--- config.mk ---
export PLATFORM = sky130hd
export DESIGN_NAME = collision_scorer
export DESIGN_NICKNAME = d
export VERILOG_FILES = /design/src/rtl/collision_scorer.sv
export SDC_FILE = /design/constraint.sdc
export NUM_CORES = 1
export LEC_CHECK = 0
export BUFFER_PORTS_ARGS = -buffer_cell sky130_fd_sc_hd__buf_4
export CORE_MARGIN = 1.5
export CORE_UTILIZATION = 55
export DETAILED_ROUTE_END_ITERATION = 6
export PLACE_DENSITY = 0.86
export SLEW_MARGIN = 20
export SYNTH_ARGS = -nofsm -noshare
export SYNTH_HDL_FRONTEND = slang
export SYNTH_SLANG_ARGS = --single-unit
export TNS_END_PERCENT = 10
--- constraint.sdc ---
create_clock -name Clk -period 3.5 [get_ports Clk]
set_clock_uncertainty 0.2 [all_clocks]
set_input_delay 0.175 -clock Clk [delete_from_list [all_inputs] [get_ports Clk]]
set_output_delay 0.175 -clock Clk [all_outputs]
set_load 0.05 [all_outputs]
--- src/rtl/collision_scorer.sv ---
// Collision and score keeper for the flappy-bird game: detects pipe/floor/ceiling
// hits, drives Lost back to the pipe generator, and counts cleared pipes in BCD.
module collision_scorer #(
    parameter logic [10:0] BIRD_X   = 11'd200,
    parameter logic [10:0] BIRD_SZ  = 11'd20,
    parameter logic [10:0] PIPE_W   = 11'd50,
    parameter logic [10:0] GAP_HALF = 11'd60,
    parameter logic [10:0] FLOOR_Y  = 11'd480,
    parameter logic [10:0] CEIL_Y   = 11'd10
) (
    input  logic       Clk,
    input  logic       Reset,
    input  logic       Start,
    input  logic [9:0] BirdPosY,
    input  logic [9:0] PipePosX,
    input  logic [9:0] PipePosY,
    output logic       Lost,
    output logic [3:0] ScoreTens,
    output logic [3:0] ScoreOnes,
    output logic [3:0] HiTens,
    output logic [3:0] HiOnes
);

    localparam logic [1:0] ST_IDLE = 2'd0;
    localparam logic [1:0] ST_PLAY = 2'd1;
    localparam logic [1:0] ST_LOST = 2'd2;

    logic [1:0]  state_r;
    logic        lost_r;
    logic        passed_r;
    logic [7:0]  score_r;
    logic [7:0]  hi_r;

    logic [10:0] bird_top_s;
    logic [10:0] bird_bot_s;
    logic [10:0] pipe_left_s;
    logic [10:0] pipe_right_s;
    logic [10:0] gap_ctr_s;
    logic [10:0] gap_top_s;
    logic [10:0] gap_bot_s;
    logic        overlap_x_s;
    logic        pipe_hit_s;
    logic        hit_s;
    logic        past_s;

    // Two-digit BCD increment that holds at 99 instead of wrapping.
    function automatic logic [7:0] bcd_inc(input logic [7:0] val);
        logic [7:0] res;
        if (val == 8'h99) begin
            res = val;
        end else if (val[3:0] == 4'd9) begin
            res = {val[7:4] + 4'd1, 4'd0};
        end else begin
            res = {val[7:4], val[3:0] + 4'd1};
        end
        return res;
    endfunction

    // Geometry in 11 bits so sums never wrap; gap top saturates at zero.
    always_comb begin
        bird_top_s   = {1'b0, BirdPosY};
        bird_bot_s   = bird_top_s + BIRD_SZ;
        pipe_left_s  = {1'b0, PipePosX};
        pipe_right_s = pipe_left_s + PIPE_W;
        gap_ctr_s    = {1'b0, PipePosY};
        if (gap_ctr_s >= GAP_HALF) begin
            gap_top_s = gap_ctr_s - GAP_HALF;
        end else begin
            gap_top_s = 11'd0;
        end
        gap_bot_s    = gap_ctr_s + GAP_HALF;
        overlap_x_s  = (pipe_left_s <= (BIRD_X + BIRD_SZ)) && (pipe_right_s >= BIRD_X);
        pipe_hit_s   = overlap_x_s && ((bird_top_s < gap_top_s) || (bird_bot_s > gap_bot_s));
        hit_s        = pipe_hit_s || (bird_bot_s >= FLOOR_Y) || (bird_top_s < CEIL_Y);
        past_s       = (pipe_right_s < BIRD_X);
    end

    // Round state machine, scoring on the rising edge of past, high-score capture on loss.
    always_ff @(posedge Clk) begin
        if (Reset) begin
            state_r  <= ST_IDLE;
            lost_r   <= 1'b0;
            passed_r <= 1'b0;
            score_r  <= 8'h00;
            hi_r     <= 8'h00;
        end else begin
            case (state_r)
                ST_IDLE: begin
                    if (Start) begin
                        state_r  <= ST_PLAY;
                        score_r  <= 8'h00;
                        passed_r <= 1'b0;
                    end
                end
                ST_PLAY: begin
                    passed_r <= past_s;
                    if (hit_s) begin
                        state_r <= ST_LOST;
                        lost_r  <= 1'b1;
                        if (score_r > hi_r) begin
                            hi_r <= score_r;
                        end
                    end else if (past_s && !passed_r) begin
                        score_r <= bcd_inc(score_r);
                    end
                end
                ST_LOST: begin
                    if (Start) begin
                        state_r <= ST_IDLE;
                        lost_r  <= 1'b0;
                    end
                end
                default: begin
                    state_r <= ST_IDLE;
                    lost_r  <= 1'b0;
                end
            endcase
        end
    end

    assign Lost      = lost_r;
    assign ScoreTens = score_r[7:4];
    assign ScoreOnes = score_r[3:0];
    assign HiTens    = hi_r[7:4];
    assign HiOnes    = hi_r[3:0];

endmodule
==> flow_summary.yaml, run 1 <==
yosys:
  synth_cell_types: 53
  synth_top_area_frac: 0.204
  synth_xor_xnor_area_share: 0.0715
  ys.flop_type: "dfxtp_1"
  yosys-mux-area-fraction: 0.0420
  synthArstFlopShare: 0
  synth-simple-area-share: 0.292
  synth_top_family_by_area: "simple AND/OR/NAND/NOR gates"
  syn_inst: 278
  synth_fa_ha_area_frac: 0.204
  synth_top_cell_by_area: "ha_1"
  ys_seq_area_frac: 0.182
  synth_compound_area_frac: 0.162
  synth.avg_cell_area_sq_um: 7.93
  syn_nets: 347
  synth_area_leaders: "ha_1 (20%), dfxtp_1 (18%), nand2b_1 (4.8%)"
  synth_common_cells: "ha_1 (36), nand2_1 (28), dfxtp_1 (20), inv_1 (20), nand2b_1 (17)"
  synth_edf_count: 0
  yosys_register_bits: 20
  ys_warn_count: 0
  synth_most_common_cell: "ha_1"
  syn_area_sq_um: 2200
power:
  vdd_drop_max_mv: 0.230
  power_density_nw_per_um2: 223
  power_leakage_nw: 1.18
clock_tree:
  cts_buffers: 3
  postCtsSetupRepairBufs: 0
  clock_latency_ps: 260
  cts_sinks: 20
  tritoncts: "yes"
  cts_resized: 0
  cts.path.max_buffers: 2
  clk_pin_slew_worst_paths_ps: 70
  cts_max_level: 1
  cts_hold_buf: 0
  cts-root-buf: "clkbuf_8"
route:
  ant_nets: 0
  post-route-drc-count: 0
  drt_pass1_iterations: 4
  wl_microns: 5690
  wl_per_cell_microns: 15.1
  num_vias: 2284
  drtIter0Drc: 111
  vias_per_cell: 6.07
worst_hold_path:
  holdPathStages: 4
  min_to: "passed_r"
  hold_path_class: "in2reg"
  hp-start: "PipePosX[9]"
sta:
  setup_violations: 0
  report.final.slew_viol_count: 0
  layout_min_cycle_time_ps: 3200
  fin_crit_sh: 0.914
  fmax_mhz: 313
  max_slew_margin: 0.685
  grt_setup_unrepaired: "false"
  fin_tns_setup_ps: 0
  hold_viol_final: 0
  worst-slew-pin-transition_ps: 465
finish:
  seq_area_sq_um: 400
  multi_input_area_sq_um: 1700
  final_cell_area_sq_um: 2680
  synthToLayoutAreaGrowth_pct: 21.4
  final_layout_size_suffix_gt1_frac: 0.192
  final.fill_count: 339
  fin_nets: 399
  n_antenna_cell: 0
global_route:
  grt_pass1_wl_microns: 9460
  grt_max_degree: 26
  grt_pass1_vias: 2206
  antenna_found_initial: 0
  grt_overflow: 0
  track_usage: 0.275
floorplanning:
  num_io_pins: 50
  core_sq_um: 3740
  die_x_microns: 66.3
  die_h_microns: 66.3
  start_util: 0.589
  rows: 22
  die-area_sq_um: 4400
outcome:
  status: "complete, no violations"
placed_design:
  io_buffers: 49
  dpl_cell_area_sq_um: 2640
  place_hpwl_microns: 4660
  gp_congestion: 0.915
flow_run:
  cap_violations: 0
setup_path:
  cp.required_ps: 3450
  start_kind: "primary input"
  cp_max_fo: 6
  reg2reg_slack_ps: 600
  criticalPathCategory: "in2reg"
  crit_path_end_kind: "flop"
  rr_endpoint: "score_r[5]"
  rr_worst_depth: 9
  rr_startpoint: "score_r[1]"
  cp.arrival_ps: 3150
[kinds of logic (layout without fill, tap and decap cells)]
logic type	Yosys count	count (layout)
AO/OA/AOI/OAI	54	54
XOR/XNOR	18	18
adder cells (fa/ha/maj)	36	36
buffers and inverters	26	76
flip-flops	20	20
multiplexers	9	9
AND/OR/NAND/NOR	115	115
[power breakdown]
| group | total (W) | internal [W] | switching [W] |
|---|---|---|---|
| combinational | 0.000210 | 0.0000963 | 0.000114 |
| clock | 0.000152 | 0.0000767 | 0.0000752 |
| sequential | 0.000233 | 0.000230 | 0.00000295 |
[worst max path at each step]
stage / from / endpoint / slack (ps) / cells after the start
global route: PipePosY[2] / hi_r[2] / 140 / 14
finish: PipePosY[2] / hi_r[5] / 300 / 14
floorplan: PipePosY[4] / hi_r[5] / 320 / 13
detailed placement: PipePosY[2] / hi_r[0] / 30 / 14
CTS: PipePosY[2] / hi_r[2] / 290 / 14
global placement: PipePosY[2] / hi_r[5] / 170 / 14
[routing by layer]
layer | GRT usage | routed length [microns]
met1 | 0.299 | 2280
met2 | 0.544 | 2950
met3 | 0.0273 | 333
met4 | 0.0893 | 129
met5 | 0 | 0
[metrics by stage]
step / hold slack [ps] / power [W] / setup WS (ps) / utilization / std cells
floorplan: 150 / 0.000369 / 320 / - / 278
global placement: 265 / 0.000440 / 170 / 0.704 / 373
detailed placement: 266 / 0.000447 / 34.0 / 0.704 / 373
CTS: 27.7 / 0.000597 / 290 / 0.715 / 376
global route: 50.7 / 0.000629 / 142 / 0.715 / 376
finish: 30.7 / 0.000596 / 301 / 0.715 / 376
[area by class of cell]
type,count,share of cell area
flip-flops and latches,20,0.150
multi-input cells,232,0.636
clock buffers,3,0.0154
inverters,20,0.0281
well taps,48,0.0224
repair buffers,53,0.149
[sequential cells by signal (all words and copies together), names as in the netlist]
register  count
hi_r          8
score_r       8
state_r       2
Lost          1
passed_r      1
[cells in the final DEF (no fill, tap or decap), types with 4 or more instances in the layout]
master,n
nand2b_1,17
buf_4,53
o22ai_1,4
inv_1,20
and4_1,4
nand2_1,28
nand4_1,4
and3_1,5
nor3_1,10
or4_1,4
ha_1,36
xnor2_1,10
a21oi_1,14
nand3_1,11
o21ai_0,11
dfxtp_1,20
mux2i_1,7
nor2_1,14
xor2_1,8
[worst max-delay path: stages]
cell and delay (ps):
buf_4 130, ha_1 230, and3_1 240, nor3_1 220, xor2_1 170, nand2_1 80
ha_1 290, a21oi_1 120, nor2b_1 60, a2111o_1 390, o211a_1 230, o211ai_2 240
o311ai_1 210, mux2_1 350
Note: power is estimated with default switching activity, not from simulation.
==> inputs of run 2 (changes only) <==
==> constraint.sdc (replaced) <==
create_clock -name Clk -period 3.5 [get_ports Clk]
set_clock_uncertainty 0.2 [all_clocks]
set_input_delay 1.05 -clock Clk [delete_from_list [all_inputs] [get_ports Clk]]
set_output_delay 1.05 -clock Clk [all_outputs]
set_load 0.05 [all_outputs]
==> run 2 against run 1 <==
  * The flow now finishes with violations (negative setup slack)
  * Total power rose by 41%
  * First-iteration DRC count increased to 4.1 times the previous value
  * Non-clock buffer count is 49 higher
  * Cell count is 13% higher
  * Sequential cell count unchanged
  * Highest routed layer unchanged
==> flow_summary.yaml, run 2 (synthesis results as in run 1) <==
outcome:
  status: "complete, but fails checks"
  violations: "negative setup slack"
route:
  post-route-drc-count: 0
  vias_per_cell: 6.94
  drtIter0Drc: 452
  top_layer: "met4"
  num_vias: 2957
  drt-met1-wl_microns: 3600
  ant_nets: 0
  met3_wirelength_microns: 1390
  wl_met2_microns: 4570
  drt_pass1_iterations: 5
  wl_per_cell_microns: 24.2
  wl_microns: 10300
setup_path:
  cp_slowest_cell: "or4_4"
  start_kind: "primary input"
  startpoint: "PipePosY[2]"
  cp.required_ps: 3510
  cp_cell_sequence: "buf_8 -> buf_4 -> and4_4 -> nand2b_4 -> a21o_4 -> nand2_4 -> ha_4 -> nand2_1 -> and4_1 -> a221oi_2 -> o211a_1 -> o211ai_4 -> buf_6 -> or4_4 -> o22ai_2"
  crit_path_end_kind: "flop"
  rr_endpoint: "score_r[3]"
  crit_end: "score_r[4]"
  reg2reg_slack_ps: 480
  criticalPathCategory: "in2reg"
  cp_max_fo: 6
  rr_worst_depth: 9
  cp.arrival_ps: 3950
  max_stage_delay_ps: 510
  rr_startpoint: "score_r[1]"
floorplanning:
  die_x_microns: 66.3
  start_util: 0.589
  die_h_microns: 66.3
  core_sq_um: 3740
  die-area_sq_um: 4400
  num_io_pins: 50
  rows: 22
power:
  vdd_drop_max_mv: 0.242
  total_power_w: 0.000838
  power_density_nw_per_um2: 239
  power_leakage_nw: 1.50
finish:
  fin_nets: 448
  synthToLayoutAreaGrowth_pct: 59.3
  finalNonFillerCells: 426
  n_antenna_cell: 0
  final_common_cell: "buf_4"
  final_cell_mix: "buf_4 (91), ha_1 (27), nand2_1 (23)"
  final.fill_count: 120
  final_layout_size_suffix_gt1_frac: 0.421
  largestRegisters: "hi_r (8), score_r (8), state_r (2)"
  final_core_util: 0.938
sta:
  grt_setup_unrepaired: "true"
  hold_viol_final: 0
  layout_min_cycle_time_ps: 3940
  fmax_mhz: 254
  max_slew_margin: 0.650
  report.final.slew_viol_count: 0
  setup_ws_ps: -445
  fin_crit_sh: 1.13
  worst-slew-pin-transition_ps: 522
  setup_violations: 14
global_route:
  grt_pass1_vias: 2655
  grt_max_degree: 26
  grt_pass1_wl_microns: 12400
  antenna_found_initial: 0
  grt_overflow: 0
  track_usage: 0.368
flow_run:
  cap_violations: 0
placed_design:
  place_hpwl_microns: 5370
  place_inst: 413
  io_buffers: 49
  gp_congestion: 0.945
  dp_slack_ps: -904
clock_tree:
  cts_sinks: 20
  clk_pin_slew_worst_paths_ps: 90
  cts_buffers: 3
  clock_latency_ps: 280
  cts-root-buf: "clkbuf_8"
  tritoncts: "yes"
  cts_max_level: 1
  cts.path.max_buffers: 2
  cts_hold_buf: 0
worst_hold_path:
  holdPathStages: 2
  hold_path_class: "reg2reg"
[run 2: cell count changes in the layout (fill, tap and decap cells not counted), moves of 3 or more]
cell and delta:
o22ai_2 +3, ha_4 +9, ha_1 -9, nand3_1 -3, nand2_1 -5, nand2_4 +4
buf_6 +9, nor3_1 -3, a21oi_1 -3, o22ai_1 -3, xor2_1 -4, xor2_2 +4
buf_4 +38
[run 2: through the flow]
| step | TNS (ps) | cell area, sq um | hold WS (ps) |
|---|---|---|---|
| final | -5330 | 3510 | 301 |
| after global routing | -6770 | 3510 | 319 |
| after CTS | -3740 | 3200 | 267 |
| after detailed placement | -10990 | 2990 | 254 |
| after global placement | -8830 | 2990 | 252 |
| after floorplan | -4100 | 2260 | 254 |
[run 2: report_power, final]
group | switching, W | internal [W]
clock network | 0.0000893 | 0.000153
registers | 0.00000438 | 0.000230
logic | 0.000190 | 0.000171
[run 2: how the worst min path moves through the flow]
stage | startpoint | endpoint | slack (ps)
after floorplan | passed_r | passed_r | 250
after global placement | Lost | Lost | 250
after detailed placement | Lost | Lost | 250
after CTS | Lost | Lost | 270
after global routing | hi_r[3] | hi_r[3] | 320
final | passed_r | passed_r | 300
[run 2: critical path: cells and delay by family]
family                     cells  cell delay [ps]
AOI/OAI and AO/OA              5             1030
adders and majority gates      1              260
buffers and inverters          3              370
and+or+nand+nor                6             1240
[run 2: cell type report]
cell class	instances	area, sq um	share of cell area
Clock buffer	3	41.3	0.0118
Clock inverter	1	30.0	0.00855
Inverter	20	82.6	0.0235
Multi-Input combinational cell	232	2080	0.592
Sequential cell	20	400	0.114
Tap cell	48	60.1	0.0171
Timing Repair Buffer	102	820	0.233
[run 2: metal layers]
layer,global-route usage,up-vias
met5,0,-
met4,0.148,0
met3,0.0835,93
met2,0.625,312
met1,0.445,1340
li1,-,1212
[run 2: what timing repair did]
action	in CTS	in global routing
pin swaps	16	27
resized for setup	21	48
endpoints found under the setup margin	14	15
buffers inserted	4	5
gates cloned	0	0
==> inputs of run 3 (changes only) <==
- PLACE_DENSITY: 0.86 -> default
- PLACE_DENSITY_LB_ADDON: default -> 0.15
==> run 3 against run 2 <==
  * The run still ends with negative setup slack left
  * Count of clock-buffer cells in the layout rose by 1
  * Utilization shrank 0.74 points
  * Worst hold slack worse by 0.76 ps
  * Largest cell class unchanged
  * Combinational power is 3% lower
  * Sequential cell count unchanged
  * First-iteration DRC count up 23%
  * Global-route usage fell by 2.1 points
  * Die area unchanged
==> flow_summary.yaml, run 3 (synthesis results as in run 1) <==
outcome:
  status: "complete, but fails checks"
  violations: "negative setup slack"
floorplanning:
  start_util: 0.589
  num_io_pins: 50
  die_x_microns: 66.3
  core_sq_um: 3740
  die_h_microns: 66.3
  die-area_sq_um: 4400
  rows: 22
power:
  p_seq_frac: 0.302
  power_density_nw_per_um2: 223
  p_comb_frac: 0.449
  p_switching_w: 0.000278
  switching_share: 0.358
  vdd_drop_max_mv: 0.249
  power_frac_clock: 0.249
  internal_power_w: 0.000499
  power_leakage_nw: 1.53
global_route:
  grt_pass1_wl_microns: 11600
  track_usage: 0.347
  grt_pass1_vias: 2400
  grt_overflow: 0
  grt_max_degree: 26
  antenna_found_initial: 0
sta:
  fmax_mhz: 255
  max_slew_margin: 0.642
  report.final.slew_viol_count: 0
  setup_ws_ps: -415
  grt_setup_unrepaired: "true"
  fin_crit_sh: 1.12
  setup_violations: 19
  layout_min_cycle_time_ps: 3910
  worst-slew-pin-transition_ps: 536
  hold_viol_final: 0
placed_design:
  gp_congestion: 0.944
  dpl_cell_area_sq_um: 3000
  place_hpwl_microns: 5080
  io_buffers: 49
finish:
  final_cell_mix: "buf_4 (88), ha_1 (30), nand2_1 (24)"
  largestRegisters: "hi_r (8), score_r (8), state_r (2)"
  final_core_util: 0.930
  final_common_cell: "buf_4"
  final_cell_area_sq_um: 3480
  final.fill_count: 138
  synthToLayoutAreaGrowth_pct: 58.0
  n_antenna_cell: 0
  final_layout_size_suffix_gt1_frac: 0.414
  fin_nets: 454
setup_path:
  cp_max_fo: 5
  cp.arrival_ps: 3910
  start_kind: "primary input"
  reg2reg_slack_ps: 600
  rr_endpoint: "score_r[5]"
  rr_startpoint: "score_r[1]"
  max_stage_delay_ps: 340
  rr_worst_depth: 9
  crit_path_end_kind: "flop"
  criticalPathCategory: "in2reg"
  cp.required_ps: 3500
  cp_cell_sequence: "buf_4 -> and4_4 -> buf_4 -> o41ai_1 -> nand2_1 -> nand2_1 -> ha_1 -> nor2b_1 -> a2111o_1 -> o211a_1 -> o211ai_4 -> o311a_4 -> mux2i_1"
  cp_slowest_cell: "a2111o_1"
worst_hold_path:
  hold_path_class: "reg2reg"
  min_to: "hi_r[6]"
  holdPathStages: 2
  hp-start: "hi_r[6]"
route:
  vias_per_cell: 6.82
  wl_per_cell_microns: 22.5
  num_vias: 2947
  wl_microns: 9730
  ant_nets: 0
  drtIter0Drc: 554
  post-route-drc-count: 0
  drt_pass1_iterations: 5
clock_tree:
  cts_buffers: 3
  cts_sinks: 20
  cts-root-buf: "clkbuf_8"
  tritoncts: "yes"
  cts_hold_buf: 0
  cts_max_level: 1
  clk_pin_slew_worst_paths_ps: 90
  clock_latency_ps: 280
  cts.path.max_buffers: 2
flow_run:
  cap_violations: 0
[run 3: through the flow]
stage	setup slack, ps	total power [W]	hold WS (ps)	setup TNS [ps]	std cells
floorplan	-443	0.000375	254	-4100	278
global placement	-648	0.000483	260	-8130	415
detailed placement	-819	0.000492	267	-9890	415
CTS	-306	0.000704	280	-3520	432
global route	-489	0.000794	316	-6700	432
finish	-415	0.000777	300	-5340	432
[run 3: area by class of cell]
cell class	count	area (sq um)	area share
Tap cell	48	60.1	0.0172
Inverter	20	75.1	0.0216
Clock buffer	4	55.1	0.0158
Sequential cell	20	400	0.115
Multi-Input combinational cell	232	2000	0.573
Timing Repair Buffer	108	897	0.258
[run 3: how the worst max path moves through the flow]
stage                            from  endpoint  slack, ps  cells after the start
after floorplan           PipePosY[6]   hi_r[5]       -440                     13
after global placement    PipePosY[2]   hi_r[0]       -650                     14
after detailed placement  PipePosY[2]   hi_r[3]       -820                     14
after CTS                 PipePosY[3]   hi_r[3]       -310                     14
after global routing      PipePosY[5]   hi_r[1]       -490                     13
final                     PipePosY[5]   hi_r[1]       -410                     13
[run 3: per-layer routing]
layer / up-vias / GRT usage / wire (microns)
li1: 1221 / - / -
met1: 1355 / 0.464 / 3510
met2: 276 / 0.590 / 4430
met3: 95 / 0.0511 / 1070
met4: 0 / 0.0689 / 717
met5: - / 0 / 0
[run 3: timing repair]
item                       4_1_cts  5_1_grt
setup endpoints to repair       14       19
setup buffers                   13        0
pin swaps                       22       14
resized for setup               34       33
[run 3: critical path: cells and delay by family]
family,cells,cell delay [ps]
buffers and inverters,2,280
adder cells (fa/ha/maj),1,260
multiplexers,1,250
AO/OA/AOI/OAI,5,1510
AND/OR/NAND/NOR,4,540
[run 3: power groups by stage]
stage	combinational [W]	sequential, W	clock (W)
finish	0.000349	0.000235	0.000193
CTS	0.000289	0.000233	0.000181
global route	0.000365	0.000235	0.000194
floorplan	0.000135	0.000240	0
detailed placement	0.000253	0.000238	0
global placement	0.000244	0.000238	0
